**config.mk**
```make
export PLATFORM = sky130hd
export DESIGN_NAME = display_sequencer_flat
export DESIGN_NICKNAME = d
export VERILOG_FILES = /design/src/rtl/display_sequencer_if.sv /design/src/rtl/display_sequencer.sv /design/src/flat_wrapper.sv
export SDC_FILE = /design/constraint.sdc
export NUM_CORES = 1
export LEC_CHECK = 0
export CAP_MARGIN = 20
export CORE_MARGIN = 10
export CORE_UTILIZATION = 55
export DETAILED_ROUTE_END_ITERATION = 10
export PLACE_DENSITY = 0.74
export SYNTH_ARGS = -nofsm -noshare
export SYNTH_HDL_FRONTEND = slang
export SYNTH_SLANG_ARGS = --single-unit
```
**constraint.sdc**
```tcl
create_clock -name clk -period 12.9 [get_ports clk]
set_input_delay 1.29 -clock clk [delete_from_list [all_inputs] [get_ports clk]]
set_output_delay 1.29 -clock clk [all_outputs]
set_load 0.01 [all_outputs]
```
**src/rtl/display_sequencer_if.sv**
```systemverilog
// ---------------------------------------------------------------------------
// display_sequencer_if
//
// Avalon-MM slave bus between the PCIe-to-Avalon bridge (master) and
// display_sequencer (slave). Clock and reset are not part of this interface.
//
// Signals:
//   address    [2:0]  word register select
//   chipselect        slave select
//   write_n           active-low write strobe, qualified by chipselect
//   writedata  [31:0] write data
//   readdata   [31:0] registered read data, latency 1
// ---------------------------------------------------------------------------
interface display_sequencer_if;
    logic [2:0]  address;
    logic        chipselect;
    logic        write_n;
    logic [31:0] writedata;
    logic [31:0] readdata;

    modport master (
        output address,
        output chipselect,
        output write_n,
        output writedata,
        input  readdata
    );

    modport slave (
        input  address,
        input  chipselect,
        input  write_n,
        input  writedata,
        output readdata
    );
endinterface

```
**src/rtl/display_sequencer.sv**
```systemverilog
// ---------------------------------------------------------------------------
// display_sequencer
//
// Avalon-MM slave that queues display words written by the host and shows
// each one on the hex/seven-segment export for a programmable dwell time.
// The queue can optionally be looped, and an interrupt is raised on drain
// (DONE) or on overflow (OVF).
//
// Register map (word addresses):
//   0 DATA    (W)     push writedata onto the FIFO tail
//   1 DWELL   (R/W)   dwell count in clk cycles, 0 behaves as 1
//   2 CTRL    (R/W)   bit0 EN, bit1 LOOP, bit2 IRQ_EN, bit31 FLUSH (self-clearing)
//   3 STATUS  (R/W1C) [7:0] level, bit8 empty, bit9 full, bit16 OVF, bit17 DONE
//   4 CURRENT (R)     value currently on out_port
//
// Ports:
//   clk       system clock
//   reset_n   asynchronous active-low reset
//   bus       Avalon-MM slave (display_sequencer_if.slave)
//   out_port  displayed word, to the hex decoders
//   busy      high whenever the sequencer is not IDLE
//   irq       level interrupt, IRQ_EN & (OVF | DONE)
// ---------------------------------------------------------------------------
module display_sequencer #(
    parameter int          DEPTH     = 8,
    parameter logic [31:0] DWELL_RST = 32'd50000000
) (
    input  logic                 clk,
    input  logic                 reset_n,
    display_sequencer_if.slave   bus,
    output logic [31:0]          out_port,
    output logic                 busy,
    output logic                 irq
);

    localparam int            PW         = (DEPTH > 1) ? $clog2(DEPTH) : 1;
    localparam int            LW         = PW + 1;
    localparam logic [LW-1:0] FULL_LEVEL = LW'(DEPTH);

    localparam logic [2:0] ADDR_DATA    = 3'd0;
    localparam logic [2:0] ADDR_DWELL   = 3'd1;
    localparam logic [2:0] ADDR_CTRL    = 3'd2;
    localparam logic [2:0] ADDR_STATUS  = 3'd3;
    localparam logic [2:0] ADDR_CURRENT = 3'd4;

    typedef enum logic [1:0] {
        IDLE = 2'd0,
        LOAD = 2'd1,
        SHOW = 2'd2
    } state_t;

    state_t        state;
    logic [31:0]   fifo_mem [DEPTH];
    logic [PW-1:0] rd_ptr;
    logic [PW-1:0] wr_ptr;
    logic [LW-1:0] level;
    logic [31:0]   dwell;
    logic [31:0]   counter;
    logic          ctrl_en;
    logic          ctrl_loop;
    logic          ctrl_irq_en;
    logic          ovf;
    logic          done;

    logic          wr_req;
    logic          rd_req;
    logic          data_wr;
    logic          dwell_wr;
    logic          ctrl_wr;
    logic          status_wr;
    logic          flush;
    logic          fifo_empty;
    logic          fifo_full;
    logic          load_go;
    logic          pop;
    logic          loop_copy;
    logic          push_ok;
    logic          push_drop;
    logic          done_set;
    logic          ovf_nxt;
    logic          done_nxt;
    logic          irq_en_nxt;
    logic [31:0]   head_word;
    logic [31:0]   dwell_load;
    logic [31:0]   status_word;

    // Bus decode and the FIFO strobes shared by the FSM and the datapath.
    // A LOAD with LOOP set recirculates the head word instead of popping it,
    // so only a non-loop pop frees a slot for a simultaneous host push.
    always_comb begin
        wr_req      = bus.chipselect & ~bus.write_n;
        rd_req      = bus.chipselect & bus.write_n;
        data_wr     = wr_req & (bus.address == ADDR_DATA);
        dwell_wr    = wr_req & (bus.address == ADDR_DWELL);
        ctrl_wr     = wr_req & (bus.address == ADDR_CTRL);
        status_wr   = wr_req & (bus.address == ADDR_STATUS);
        flush       = ctrl_wr & bus.writedata[31];

        fifo_empty  = (level == '0);
        fifo_full   = (level == FULL_LEVEL);
        head_word   = fifo_mem[rd_ptr];
        dwell_load  = (dwell == 32'd0) ? 32'd0 : dwell - 32'd1;

        load_go     = (state == LOAD) & ~fifo_empty & ~flush;
        pop         = load_go & ~ctrl_loop;
        loop_copy   = load_go & ctrl_loop;
        push_ok     = data_wr & (~fifo_full | pop);
        push_drop   = data_wr & ~push_ok;

        done_set    = (state == SHOW) & ctrl_en & (counter == 32'd0)
                    & fifo_empty & ~ctrl_loop & ~flush;

        // Sticky flags: a set in the same cycle as a W1C clear wins.
        ovf_nxt     = (ovf  & ~(status_wr & bus.writedata[16])) | push_drop;
        done_nxt    = (done & ~(status_wr & bus.writedata[17])) | done_set;
        irq_en_nxt  = ctrl_wr ? bus.writedata[2] : ctrl_irq_en;

        status_word = {14'd0, done, ovf, 6'd0, fifo_full, fifo_empty, 8'(level)};
    end

    // Sequencer FSM. FLUSH overrides everything and parks in IDLE while
    // out_port keeps the word that was showing. busy is registered together
    // with the state so it reflects the state of the current cycle.
    always_ff @(posedge clk or negedge reset_n) begin
        if (!reset_n) begin
            state    <= IDLE;
            counter  <= 32'd0;
            out_port <= 32'd0;
            busy     <= 1'b0;
        end else if (flush) begin
            state <= IDLE;
            busy  <= 1'b0;
        end else begin
            case (state)
                IDLE: begin
                    if (ctrl_en && !fifo_empty) begin
                        state <= LOAD;
                        busy  <= 1'b1;
                    end
                end
                LOAD: begin
                    if (load_go) begin
                        out_port <= head_word;
                        counter  <= dwell_load;
                        state    <= SHOW;
                    end else begin
                        state <= IDLE;
                        busy  <= 1'b0;
                    end
                end
                SHOW: begin
                    if (!ctrl_en) begin
                        state <= IDLE;
                        busy  <= 1'b0;
                    end else if (counter == 32'd0) begin
                        if (!fifo_empty) begin
                            state <= LOAD;
                        end else begin
                            state <= IDLE;
                            busy  <= 1'b0;
                        end
                    end else begin
                        counter <= counter - 32'd1;
                    end
                end
                default: begin
                    state <= IDLE;
                    busy  <= 1'b0;
                end
            endcase
        end
    end

    // FIFO storage. A looping LOAD writes the head word back at the tail;
    // a host push in that same cycle lands in the slot after it.
    always_ff @(posedge clk) begin
        if (loop_copy) begin
            fifo_mem[wr_ptr] <= head_word;
            if (push_ok) begin
                fifo_mem[wr_ptr + PW'(1)] <= bus.writedata;
            end
        end else if (push_ok) begin
            fifo_mem[wr_ptr] <= bus.writedata;
        end
    end

    // FIFO pointers and level. Pointers wrap naturally because DEPTH is a
    // power of two; level needs one extra bit to represent a full FIFO.
    always_ff @(posedge clk or negedge reset_n) begin
        if (!reset_n) begin
            rd_ptr <= '0;
            wr_ptr <= '0;
            level  <= '0;
        end else if (flush) begin
            rd_ptr <= '0;
            wr_ptr <= '0;
            level  <= '0;
        end else begin
            if (pop || loop_copy) begin
                rd_ptr <= rd_ptr + PW'(1);
            end
            if (loop_copy && push_ok) begin
                wr_ptr <= wr_ptr + PW'(2);
            end else if (loop_copy || push_ok) begin
                wr_ptr <= wr_ptr + PW'(1);
            end
            if (push_ok && !pop) begin
                level <= level + LW'(1);
            end else if (pop && !push_ok) begin
                level <= level - LW'(1);
            end
        end
    end

    // Control/status registers and the interrupt. irq is built from the
    // next-state flag values so it lines up with the flags it reports.
    always_ff @(posedge clk or negedge reset_n) begin
        if (!reset_n) begin
            dwell       <= DWELL_RST;
            ctrl_en     <= 1'b0;
            ctrl_loop   <= 1'b0;
            ctrl_irq_en <= 1'b0;
            ovf         <= 1'b0;
            done        <= 1'b0;
            irq         <= 1'b0;
        end else begin
            if (dwell_wr) begin
                dwell <= bus.writedata;
            end
            if (ctrl_wr) begin
                ctrl_en   <= bus.writedata[0];
                ctrl_loop <= bus.writedata[1];
            end
            ctrl_irq_en <= irq_en_nxt;
            ovf         <= ovf_nxt;
            done        <= done_nxt;
            irq         <= irq_en_nxt & (ovf_nxt | done_nxt);
        end
    end

    // Registered read port; returns register state as of the read edge.
    always_ff @(posedge clk or negedge reset_n) begin
        if (!reset_n) begin
            bus.readdata <= 32'd0;
        end else if (rd_req) begin
            case (bus.address)
                ADDR_DWELL:   bus.readdata <= dwell;
                ADDR_CTRL:    bus.readdata <= {29'd0, ctrl_irq_en, ctrl_loop, ctrl_en};
                ADDR_STATUS:  bus.readdata <= status_word;
                ADDR_CURRENT: bus.readdata <= out_port;
                default:      bus.readdata <= 32'd0;
            endcase
        end
    end

endmodule
```
**src/flat_wrapper.sv**
```systemverilog
// flat-port wrapper written by rule: the top's interface ports become plain ports
module display_sequencer_flat 
#(
    parameter int          DEPTH     = 8,
    parameter logic [31:0] DWELL_RST = 32'd50000000
)
  (clk, reset_n, out_port, busy, irq, bus_address, bus_chipselect, bus_write_n, bus_writedata, bus_readdata);
  display_sequencer_if bus_i ();
  input  logic clk;
  input  logic reset_n;
  output logic [31:0] out_port;
  output logic busy;
  output logic irq;
  input wire logic [$bits(bus_i.address)-1:0] bus_address;
  input wire logic [$bits(bus_i.chipselect)-1:0] bus_chipselect;
  input wire logic [$bits(bus_i.write_n)-1:0] bus_write_n;
  input wire logic [$bits(bus_i.writedata)-1:0] bus_writedata;
  output wire logic [$bits(bus_i.readdata)-1:0] bus_readdata;
  assign bus_i.address = bus_address;
  assign bus_i.chipselect = bus_chipselect;
  assign bus_i.write_n = bus_write_n;
  assign bus_i.writedata = bus_writedata;
  assign bus_readdata = bus_i.readdata;
  display_sequencer #(.DEPTH(DEPTH), .DWELL_RST(DWELL_RST)) u_core (.clk(clk), .reset_n(reset_n), .bus(bus_i), .out_port(out_port), .busy(busy), .irq(irq));
endmodule
```
# After elaboration in Yosys (flattened, before gate mapping)
# Memories as Yosys holds them, arrays and structs flattened.
# Index checks and enable logic that the tools add are counted.
dict set report word_totals {
  register_bits 147
  memories 1
  mem_bits_rw 256
  output_inout_bits 66
  in_bits 39
}
# memory words word_bits rd rd_clocked_by_memory_dff write_ports line
set mem_list {}
lappend mem_list {u_core.fifo_mem 8 32 1 0 2 display_sequencer.sv:53} ;# logic [31:0] fifo_mem [DEPTH];
dict set report classes {
  n_reduce_logical 22
  n_mux 37
  eq_ne 14
  n_bitwise 36
  n_addsub 7
}
# cell n
set ops {}
lappend ops {{$mux 32} 5}
lappend ops {{$pmux 32 s4} 1}
lappend ops {{$logic_not 32->1} 2}
lappend ops {{$pmux 32 s2} 1}
lappend ops {{$sub 32x1->32 const B} 2}
lappend ops {{$and 1x1->1} 23}
lappend ops {{$mux 1} 15}
lappend ops {{$mux 3} 5}
lappend ops {{$mux 4} 3}
lappend ops {{$mux 2} 5}
lappend ops {{$ne 4x4->1 const B} 2}
lappend ops {{$not 1->1} 8}
lappend ops {{$add 3x1->3 const B} 2}
lappend ops {{$eq 3x2->1 const B} 2}
lappend ops {{$pmux 2 s3} 1}
lappend ops {{$reduce_bool 3->1} 2}
lappend ops {{$or 1x1->1} 5}
lappend ops {{$reduce_and 5->1} 1}
lappend ops {{$add 4x1->4 const B} 1}
lappend ops {{$eq 4x4->1 const B} 1}
lappend ops {{$logic_and 1x1->1} 4}
lappend ops {{$logic_not 4->1} 1}
lappend ops {{$ne 2x1->1 const B} 2}
lappend ops {{$reduce_and 4->1} 1}
lappend ops {{other kinds (17)} 21}

# Longest topological paths before layout
# Gate-level depths: netlist (run 1).
dict set report depth {
  word_depth 14
  ltp_mapped 15
  depth_no_buf 13
}

# Worst setup path before layout (run 1)
# OpenSTA, ideal clock, no wires.
dict set report synth_timing {
  kind {input port to flip-flop}
  startpoint {input bus_write_n}
  endpoint {memory u_core.fifo_mem[0][0], enable pin}
  slack_ns 7.446
  stages 7
  t_arrival_ns 4.988
  setup_time_ns 0.466
  path_cell_list {or3b_2 nor3_1 nor2_1 o22ai_1 clkbuf_1 nand2_1 o21ai_0}
}
# item line
set synth_lines {}
lappend synth_lines {{start, declared} flat_wrapper.sv:16} ;# input wire logic [$bits(bus_i.write_n)-1:0] bus_write_n;
lappend synth_lines {{end, declared} display_sequencer.sv:53}

==> results.toml, run 1 <==
[sta]
fmax_mhz = 185
finalHoldViolCount = 0
setup_violations = 0
setup_tns_ns = 0
relSlewSlack_pct = 25.6
worst_pin_slew_ns = 1.12
skew_ns = 0.0154
slew_violations = 0
fin_crit_sh_pct = 41.9
rsz0062_at_grt = "false"
min_period_ns = 5.41

[die]
die-area_sq_um = 46100
die-height_um = 215
row_count = 71
ios = 105
die_w_um = 215
core-area_sq_um = 37600
start_util_pct = 55.5

[worst_setup_path]
crit_top_cell = "buf_4"
path_class = "in -> reg"
cpPeakStageDelay_ns = 0.96
crit_chain = "clkdlybuf4s50_1 > nand3b_1 > o211ai_4 > buf_4 > mux2_2 > nor2_2 > nor2b_4 > buf_4 > mux2_1"
crit_required_ns = 13.21
critPathCaptureType = "flip-flop"
critPathSlowestCell = "clkdlybuf4s50_1"
critPathLaunchType = "input pin"
path_max_fanout = 32
arrival_ns = 5.72

[clocking]
cts_made_buffers = 43
clkSinkCount = 403
root_buffer = "clkbuf_16"
postCtsSetupRepairBufs = 0
clockBufferDepth = 3
cts-htree-levels = 2
ctsResizeCount = 0
clock_latency_ns = 0.56
cts_tree = "yes"
cts_hold_buf = 0
clk_pin_slew_ns = 0.06

[finish]
fill_cells = 2815
syn2layout_area_growth_pct = 13.7
seq_area_sq_um = 11400
layout-drive-gt1-share_pct = 34.7
final_util_pct = 63.1
multi_input_area_sq_um = 9010
finish.net_count = 1613

[pwr]
vdd_drop_max_mv = 0.128
p_leak_nw = 8.34
p_total_w = 0.00527
power.density_nw_per_um2 = 222

[place]
dpl.hpwl_um = 34600
place_congestion = 0.903
port_buffers = 104

[run_status]
status = "finished clean"

[route]
vias_per_cell = 6.50
drt-initial-drc-count = 1422
wl_per_cell_um = 27.2
drc = 0
dr.pass1.iters = 5
drtAntennaViolNets = 0
wl_um = 57200
vias = 13697

[yosys]
netlist_instances = 1487
synth_seq_cells = 403
syn_nets = 1540
syn-cell-area_sq_um = 20900
syn_area_per_cell_sq_um = 14.0
async_reset_ff_share_pct = 36.5
ys_seq_area_share_pct = 54.5
ys.flop_type = "edfxtp_1"
synthDistinctLibCells = 81
synth_edf_count = 256
yosysWarnings = 0

[hold_path]
hold_class = "reg -> reg"

[global_routing]
overflow = 0
grt_usage_pct = 24.4
grt_max_degree = 84
antenna_found_initial = 0
grt_pass1_wl_um = 87400
grt_pass1_vias = 13845

[run]
cap_viol_max_count = 0
cells in the mapped netlist (all sizes together) (21+ instances only):
cell / instances / share of area (%)
o21ai: 75 / 1.9
dfrtp: 135 / 16
mux2: 357 / 19
nor4: 29 / 0.94
nand3: 25 / 0.60
mux4: 64 / 6.9
nor3: 24 / 0.58
xor2: 21 / 0.88
a21oi: 31 / 0.78
nor2: 59 / 1.1
clkbuf: 44 / 0.79
nand2: 80 / 1.4
edfxtp: 256 / 37
buf: 61 / 1.8
a22oi: 33 / 1.2
cell usage in the layout, fill, tap and decap left out, types with 6 or more instances in the layout:
master and instances:
mux2_2 344, edfxtp_1 256, dfrtp_1 132, clkdlybuf4s50_1 103
nand2_1 78, mux4_2 64, o21ai_0 58, nor2_1 57
clkbuf_16 43, a22oi_1 33, a21oi_1 29, buf_4 29
nor4_1 28, nand3_1 25, nor3_1 24, xor2_1 21
clkbuf_1 18, inv_1 14, or4_1 13, mux2_1 13
a22o_1 13, ha_1 13, dfstp_2 12, xnor2_1 11
o22ai_1 7, nand4_1 7, mux2i_1 7, o21ai_2 7
nor2b_1 6, o21ai_1 6
state kept, by name, summed over array words and instances (netlist names), 2 cells and up:
signal / flops
u_core.fifo_mem: 256
u_core.bus.readdata: 32
u_core.counter: 32
u_core.dwell: 32
u_core.out_port: 32
u_core.level: 4
u_core.rd_ptr: 3
u_core.wr_ptr: 3
u_core.state: 2
report_power, final:
group / switching (W) / internal [W] / total (W)
logic: 0.000951 / 0.00108 / 0.00203
clock network: 0.000509 / 0.000690 / 0.00120
registers: 0.000281 / 0.00177 / 0.00205
total: 0.00174 / 0.00353 / 0.00527
cells by family after synthesis:
kind of cell / count (synthesis) / synth area share (%)
compound gates: 210 / 7.05
buf+inv: 120 / 2.86
simple gates: 278 / 6.72
xor+xnor: 32 / 1.34
flops: 403 / 54.5
fa+ha+maj: 14 / 0.876
mux: 430 / 26.6
worst max-delay path, delay by kind of cell:
family / cells / cell delay (ns)
and+or+nand+nor: 3 / 1.00
AOI/OAI and AO/OA: 1 / 0.77
muxes: 2 / 0.79
buffers and inverters: 3 / 1.82
final timing paths:
kind                                   startpoint  cells past startpoint  slack (ns)                      to
max                                bus_address[1]                      9        7.49   u_core.fifo_mem[1][2]
min                        u_core.bus.readdata[4]                      2        0.48  u_core.bus.readdata[4]
max reg2reg                       u_core.level[1]                      8        8.66   u_core.fifo_mem[1][2]
min reg2reg                u_core.bus.readdata[4]                      2        0.48  u_core.bus.readdata[4]
max in group asynchronous                 reset_n                      2       10.51        u_core.rd_ptr[0]
min in group asynchronous                 reset_n                      1        0.80      u_core.counter[26]
layer usage:
layer  global-route usage (%)  vias to the layer above  share of wire (%)
met3                     4.42                      115                8.1
met4                     7.75                        0                2.8
met2                     40.0                      607                 48
met5                        0                        -                  0
met1                     32.5                     7055                 41
li1                         -                     5920                  -
stage by stage:
step	hold slack [ns]	instance area (sq um)	cells	setup WS, ns
2_1_floorplan	0.462	20900	1487	7.45
5_1_grt	0.505	23700	2105	7.40
6_report	0.476	23700	2106	7.49
4_1_cts	0.482	23700	2105	7.57
3_5_place_dp	0.469	22400	2026	6.99
3_3_place_gp	0.460	22400	2026	7.12
cell type report:
type / instances / share of cell area (%)
Tap cell: 511 / 2.70
Antenna cell: 1 / 0.0106
Sequential cell: 403 / 48.0
Clock inverter: 13 / 0.591
Inverter: 15 / 0.248
Clock buffer: 66 / 5.11
Multi-Input combinational cell: 964 / 38.0
Timing Repair Buffer: 133 / 5.31
Power figures use the tool's default switching activity.
==> inputs of run 2 (changes only) <==
--- a/config.mk
+++ b/config.mk
@@ -9,7 +9,7 @@
 export CORE_MARGIN = 10
 export CORE_UTILIZATION = 55
 export DETAILED_ROUTE_END_ITERATION = 10
-export PLACE_DENSITY = 0.74
+export PLACE_DENSITY = 0.77
 export SYNTH_ARGS = -nofsm -noshare
 export SYNTH_HDL_FRONTEND = slang
 export SYNTH_SLANG_ARGS = --single-unit
==> constraint.sdc (replaced) <==
create_clock -name clk -period 4.6 [get_ports clk]
set_input_delay 0.46 -clock clk [delete_from_list [all_inputs] [get_ports clk]]
set_output_delay 0.46 -clock clk [all_outputs]
set_load 0.01 [all_outputs]
==> run 2 against run 1 <==
  * Sequential power rose to 2.8 times the previous value
  * Design area is 0.91% higher
  * Sequential share of layout area decreased by 0.43 points
  * Final cell count up 0.52%
  * Die area unchanged
  * Critical path type is now reg -> reg
  * Clock power rose to 2.8 times the previous value
  * First-iteration DRC count rose by 0.21%
==> results.toml, run 2 (synthesis results as in run 1) <==
[route]
vias = 13708
wl_per_cell_um = 26.7
drt-initial-drc-count = 1425
wl_um = 56600
drc = 0
drtAntennaViolNets = 0
vias_per_cell = 6.48
dr.pass1.iters = 5

[sta]
slew_violations = 0
skew_ns = 0.0133
rsz0062_at_grt = "false"
fmax_mhz = 284
fin_crit_sh_pct = 76.5
min_period_ns = 3.52
setup_violations = 0
timing.final.ws_setup_ns = 1.08
worst_pin_slew_ns = 1.10
finalHoldViolCount = 0
whs_ns = 0.388
setup_tns_ns = 0
relSlewSlack_pct = 26.3

[worst_setup_path]
r2r_start = "u_core.level[1]"
cpPeakStageDelay_ns = 0.74
crit_top_cell = "buf_4"
reg2reg_to = "u_core.fifo_mem[2][10]"
crit_chain = "or4_1 > and2_1 > and3_1 > buf_4 > a41oi_4 > buf_4 > mux2_2"
path_max_fanout = 32
path_class = "reg -> reg"
r2r_cells = 7
arrival_ns = 3.83
critPathSlowestCell = "or4_1"
critPathLaunchType = "flip-flop"
r2r_setup_slack_ns = 1.08
critPathCaptureType = "flip-flop"
crit_required_ns = 4.91

[finish]
fill_cells = 2703
final_cell_mix = "344 x mux2_2, 256 x edfxtp_1, 132 x dfrtp_1"
layout-drive-gt1-share_pct = 35.1
final_common_cell = "mux2_2"
multi_input_area_sq_um = 9010
largest_reg_flops = 256
regMostFlops = "u_core.fifo_mem"
syn2layout_area_growth_pct = 14.7
final_util_pct = 63.7
seq_area_sq_um = 11400
finish.net_count = 1622

[global_routing]
grt_pass1_vias = 13940
use_met3_pct = 4.28
grt_util_met2_pct = 39.7
grt_use_met1_pct = 31.9
antenna_found_initial = 3
grt_max_degree = 63
grt_usage_pct = 24.2
top_usage_layer = "met2"
overflow = 0
grt_pass1_wl_um = 86900

[clocking]
cts_made_buffers = 43
root_buffer = "clkbuf_16"
clockBufferDepth = 3
cts-htree-levels = 2
cts_tree = "yes"
clkSinkCount = 403
ctsResizeCount = 0
clock_latency_ns = 0.56
clk_pin_slew_ns = 0.06

[die]
die-height_um = 215
start_util_pct = 55.5
ios = 105
core-area_sq_um = 37600
row_count = 71
die_w_um = 215
die-area_sq_um = 46100

[place]
dpl.hpwl_um = 35700
port_buffers = 104
dp_slack_ns = 0.705
place_congestion = 0.900

[pwr]
power.density_nw_per_um2 = 623
vdd_drop_max_mv = 0.432
p_leak_nw = 8.43

[run]
cap_viol_max_count = 0

[run_status]
status = "finished clean"

[hold_path]
hold_class = "in -> async"
## run 2: changes by cell type in the layout (fill, tap and decap cells not counted), moves of 2 or more
cell / delta
buf_12: +9
clkbuf_8: +7
clkinv_2: -3
clkinv_1: -2
clkinv_8: -2
clkinvlp_4: -2
diode_2: +2
## run 2: where the power goes
group          internal (W)  leakage (nW)  switching [W]  total (W)
clock network       0.00199         0.675        0.00141    0.00341
logic               0.00306          3.62        0.00267    0.00573
registers           0.00495          4.13       0.000806    0.00576
## run 2: how the worst max path moves through the flow
stage                    start  slack [ns]                endpoint  cells after the start
2_1_floorplan      bus_write_n        0.08   u_core.fifo_mem[3][0]                      6
3_3_place_gp    bus_address[2]        0.73   u_core.fifo_mem[5][1]                      8
3_5_place_dp    bus_address[2]        0.70   u_core.fifo_mem[5][1]                      8
4_1_cts        u_core.level[1]        1.15  u_core.fifo_mem[2][11]                      7
5_1_grt        u_core.level[1]        1.02   u_core.fifo_mem[5][1]                      7
6_report       u_core.level[1]        1.08  u_core.fifo_mem[2][10]                      7
## run 2: timing repair
item	4_1_cts	5_1_grt
hold buffers	1	0
hold endpoints to repair	39	0
setup buffers	0	0
## run 2: layer usage
metal,routed length [um],share of wire (%)
met5,0,0
met4,2090,3.7
met3,4180,7.4
met2,27700,49
met1,22600,40
## run 2: through the flow
step           area (sq um)  instances  total power, W
2_1_floorplan         20900       1487         0.00977
5_1_grt               23900       2116          0.0156
3_5_place_dp          22500       2034          0.0115
6_report              23900       2117          0.0149
4_1_cts               23900       2114          0.0149
3_3_place_gp          22500       2034          0.0112
## run 2: area by class of cell
class | count | area share (%)
clock buffers | 74 | 5.48
well taps | 511 | 2.67
inverters | 15 | 0.246
diodes | 3 | 0.0314
multi-input cells | 964 | 37.7
repair buffers | 142 | 6.03
flip-flops and latches | 403 | 47.6
clock inverters | 5 | 0.288
## run 2: critical path: cells and delay by family (launching register included)
| family | cells | cell delay [ns] |
|---|---|---|
| and+or+nand+nor | 3 | 1.38 |
| buffers and inverters | 2 | 0.79 |
| DFF | 1 | 0.46 |
| muxes | 1 | 0.41 |
| AOI/OAI and AO/OA | 1 | 0.19 |
==> inputs of run 3 (changes only) <==
--- a/config.mk
+++ b/config.mk
@@ -9,7 +9,7 @@
 export CORE_MARGIN = 10
 export CORE_UTILIZATION = 55
 export DETAILED_ROUTE_END_ITERATION = 10
-export PLACE_DENSITY = 0.77
+export PLACE_DENSITY = 0.74
 export SYNTH_ARGS = -nofsm -noshare
 export SYNTH_HDL_FRONTEND = slang
 export SYNTH_SLANG_ARGS = --single-unit
==> constraint.sdc (replaced) <==
create_clock -name clk -period 3.7 [get_ports clk]
set_input_delay 0.37 -clock clk [delete_from_list [all_inputs] [get_ports clk]]
set_output_delay 0.37 -clock clk [all_outputs]
set_load 0.01 [all_outputs]
==> run 3 against run 2 <==
  * Power up 25%
  * Setup slack worse by 0.60 ns
  * Design area up 1.6%
  * Core utilization up 1.0 points
  * Wire length up 4.2%
  * Largest cell class unchanged
  * Flip-flop and latch count unchanged
  * Global-route usage up 0.82 points
  * Critical path depth up 7
  * Worst hold slack better by 0.061 ns
==> results.toml, run 3 (synthesis results as in run 1) <==
[worst_setup_path]
r2r_setup_slack_ns = 0.48
path_class = "reg -> reg"
critPathLaunchType = "flip-flop"
path_max_fanout = 7
r2r_start = "u_core.level[0]"
crit_chain = "or4_1 > buf_4 > o211ai_4 > or2_2 > and2_1 > nor2_1 > ha_1 > inv_1 > ha_1 > a21o_1 > a21oi_1 > xnor2_1 > or3_1 > a21oi_1"
critPathCaptureType = "flip-flop"
crit_start = "u_core.level[0]"
arrival_ns = 3.69
crit_required_ns = 4.17
cpPeakStageDelay_ns = 0.55
critPathSlowestCell = "or4_1"
endpoint = "u_core.level[3]"
r2r_cells = 14
reg2reg_to = "u_core.level[3]"

[pwr]
p_total_w = 0.0187
p_leak_nw = 8.67
power.density_nw_per_um2 = 767
vdd_drop_max_mv = 0.500

[sta]
finalHoldViolCount = 0
min_period_ns = 3.22
fin_crit_sh_pct = 87.1
rsz0062_at_grt = "false"
relSlewSlack_pct = 39.7
fmax_mhz = 310
setup_violations = 0
slew_violations = 0
worst_pin_slew_ns = 0.904
skew_ns = 0.0189

[clocking]
cts_tree = "yes"
cts_made_buffers = 43
cts-htree-levels = 2
root_buffer = "clkbuf_16"
clkSinkCount = 403
clk_pin_slew_ns = 0.06
clockBufferDepth = 3
postCtsSetupRepairBufs = 0
clock_latency_ns = 0.55

[finish]
largest_reg_flops = 256
layout-drive-gt1-share_pct = 36.4
final_cell_mix = "344 x mux2_2, 256 x edfxtp_1, 133 x dfrtp_1"
final_util_pct = 64.7
finish.net_count = 1659
final_common_cell = "mux2_2"
syn2layout_area_growth_pct = 16.6
num_antenna_cells = 0
regMostFlops = "u_core.fifo_mem"

[global_routing]
grt_pass1_vias = 14098
grt_max_degree = 81
grt_usage_pct = 25.1
grt_pass1_wl_um = 89000
overflow = 0
antenna_found_initial = 1

[die]
start_util_pct = 55.5
row_count = 71
ios = 105
core-area_sq_um = 37600
die-height_um = 215
die-area_sq_um = 46100
die_w_um = 215

[run_status]
status = "finished clean"

[route]
wl_per_cell_um = 27.4
vias_per_cell = 6.50
wl_um = 59000
dr.pass1.iters = 7
drtAntennaViolNets = 0
drc = 0
vias = 13984
drt-initial-drc-count = 1408

[hold_path]
hold_class = "in -> async"

[run]
cap_viol_max_count = 0

[place]
dpl.hpwl_um = 37500
place_congestion = 0.901
port_buffers = 104
run 3: area by class of cell:
cell class | instances | area (sq um)
timing repair buffer | 179 | 1850
fill | 2734 | 13300
tap | 511 | 639
clock inverter | 9 | 56.3
multi-input combinational | 964 | 9010
clock buffer | 71 | 1320
inverter | 15 | 58.8
sequential | 403 | 11400
run 3: power by group:
part           switching (W)  leakage (nW)  internal (W)
sequential          0.000901          4.14       0.00616
combinational        0.00348          3.86       0.00392
clock                0.00176         0.678       0.00244
run 3: metrics by stage:
| step | worst slack, ns | hold slack [ns] | TNS (ns) | std cells | area, sq um |
|---|---|---|---|---|---|
| 3_3_place_gp | 0.218 | 0.461 | 0 | 2071 | 22900 |
| 6_report | 0.479 | 0.449 | 0 | 2152 | 24300 |
| 5_1_grt | 0.332 | 0.499 | 0 | 2152 | 24300 |
| 2_1_floorplan | -0.119 | 0.0744 | -7.61 | 1487 | 20900 |
| 4_1_cts | 0.491 | 0.481 | 0 | 2152 | 24300 |
| 3_5_place_dp | 0.138 | 0.469 | 0 | 2071 | 22900 |
run 3: worst min path at each step:
stage	startpoint	endpoint	slack [ns]	depth (start not counted)
CTS	reset_n	u_core.out_port[26]	0.48	2
global route	u_core.bus.readdata[10]	u_core.bus.readdata[10]	0.50	2
finish	reset_n	u_core.out_port[26]	0.45	2
global placement	u_core.bus.readdata[4]	u_core.bus.readdata[4]	0.46	2
detailed placement	u_core.bus.readdata[4]	u_core.bus.readdata[4]	0.47	2
floorplan	reset_n	u_core.bus.readdata[0]	0.07	0
run 3: per-layer routing:
| layer | wire length (um) | GRT usage (%) |
|---|---|---|
| met5 | 13 | 0 |
| met1 | 24000 | 33.9 |
| met3 | 5350 | 5.46 |
| met4 | 2100 | 9.05 |
| met2 | 27500 | 39.2 |
run 3: repair_timing:
action | in CTS | in global routing
endpoints found under the hold margin | 67 | 0
setup endpoints to repair | 0 | 0
hold buffers | 1 | 0
gates resized for setup | 0 | 0
run 3: worst max-delay path, delay by kind of cell, from the launching register on:
kind	cells	cell delay, ns
buf+inv	2	0.28
flops	1	0.47
simple gates	5	1.22
compound gates	4	0.60
fa+ha+maj	2	0.49
xor+xnor	1	0.09
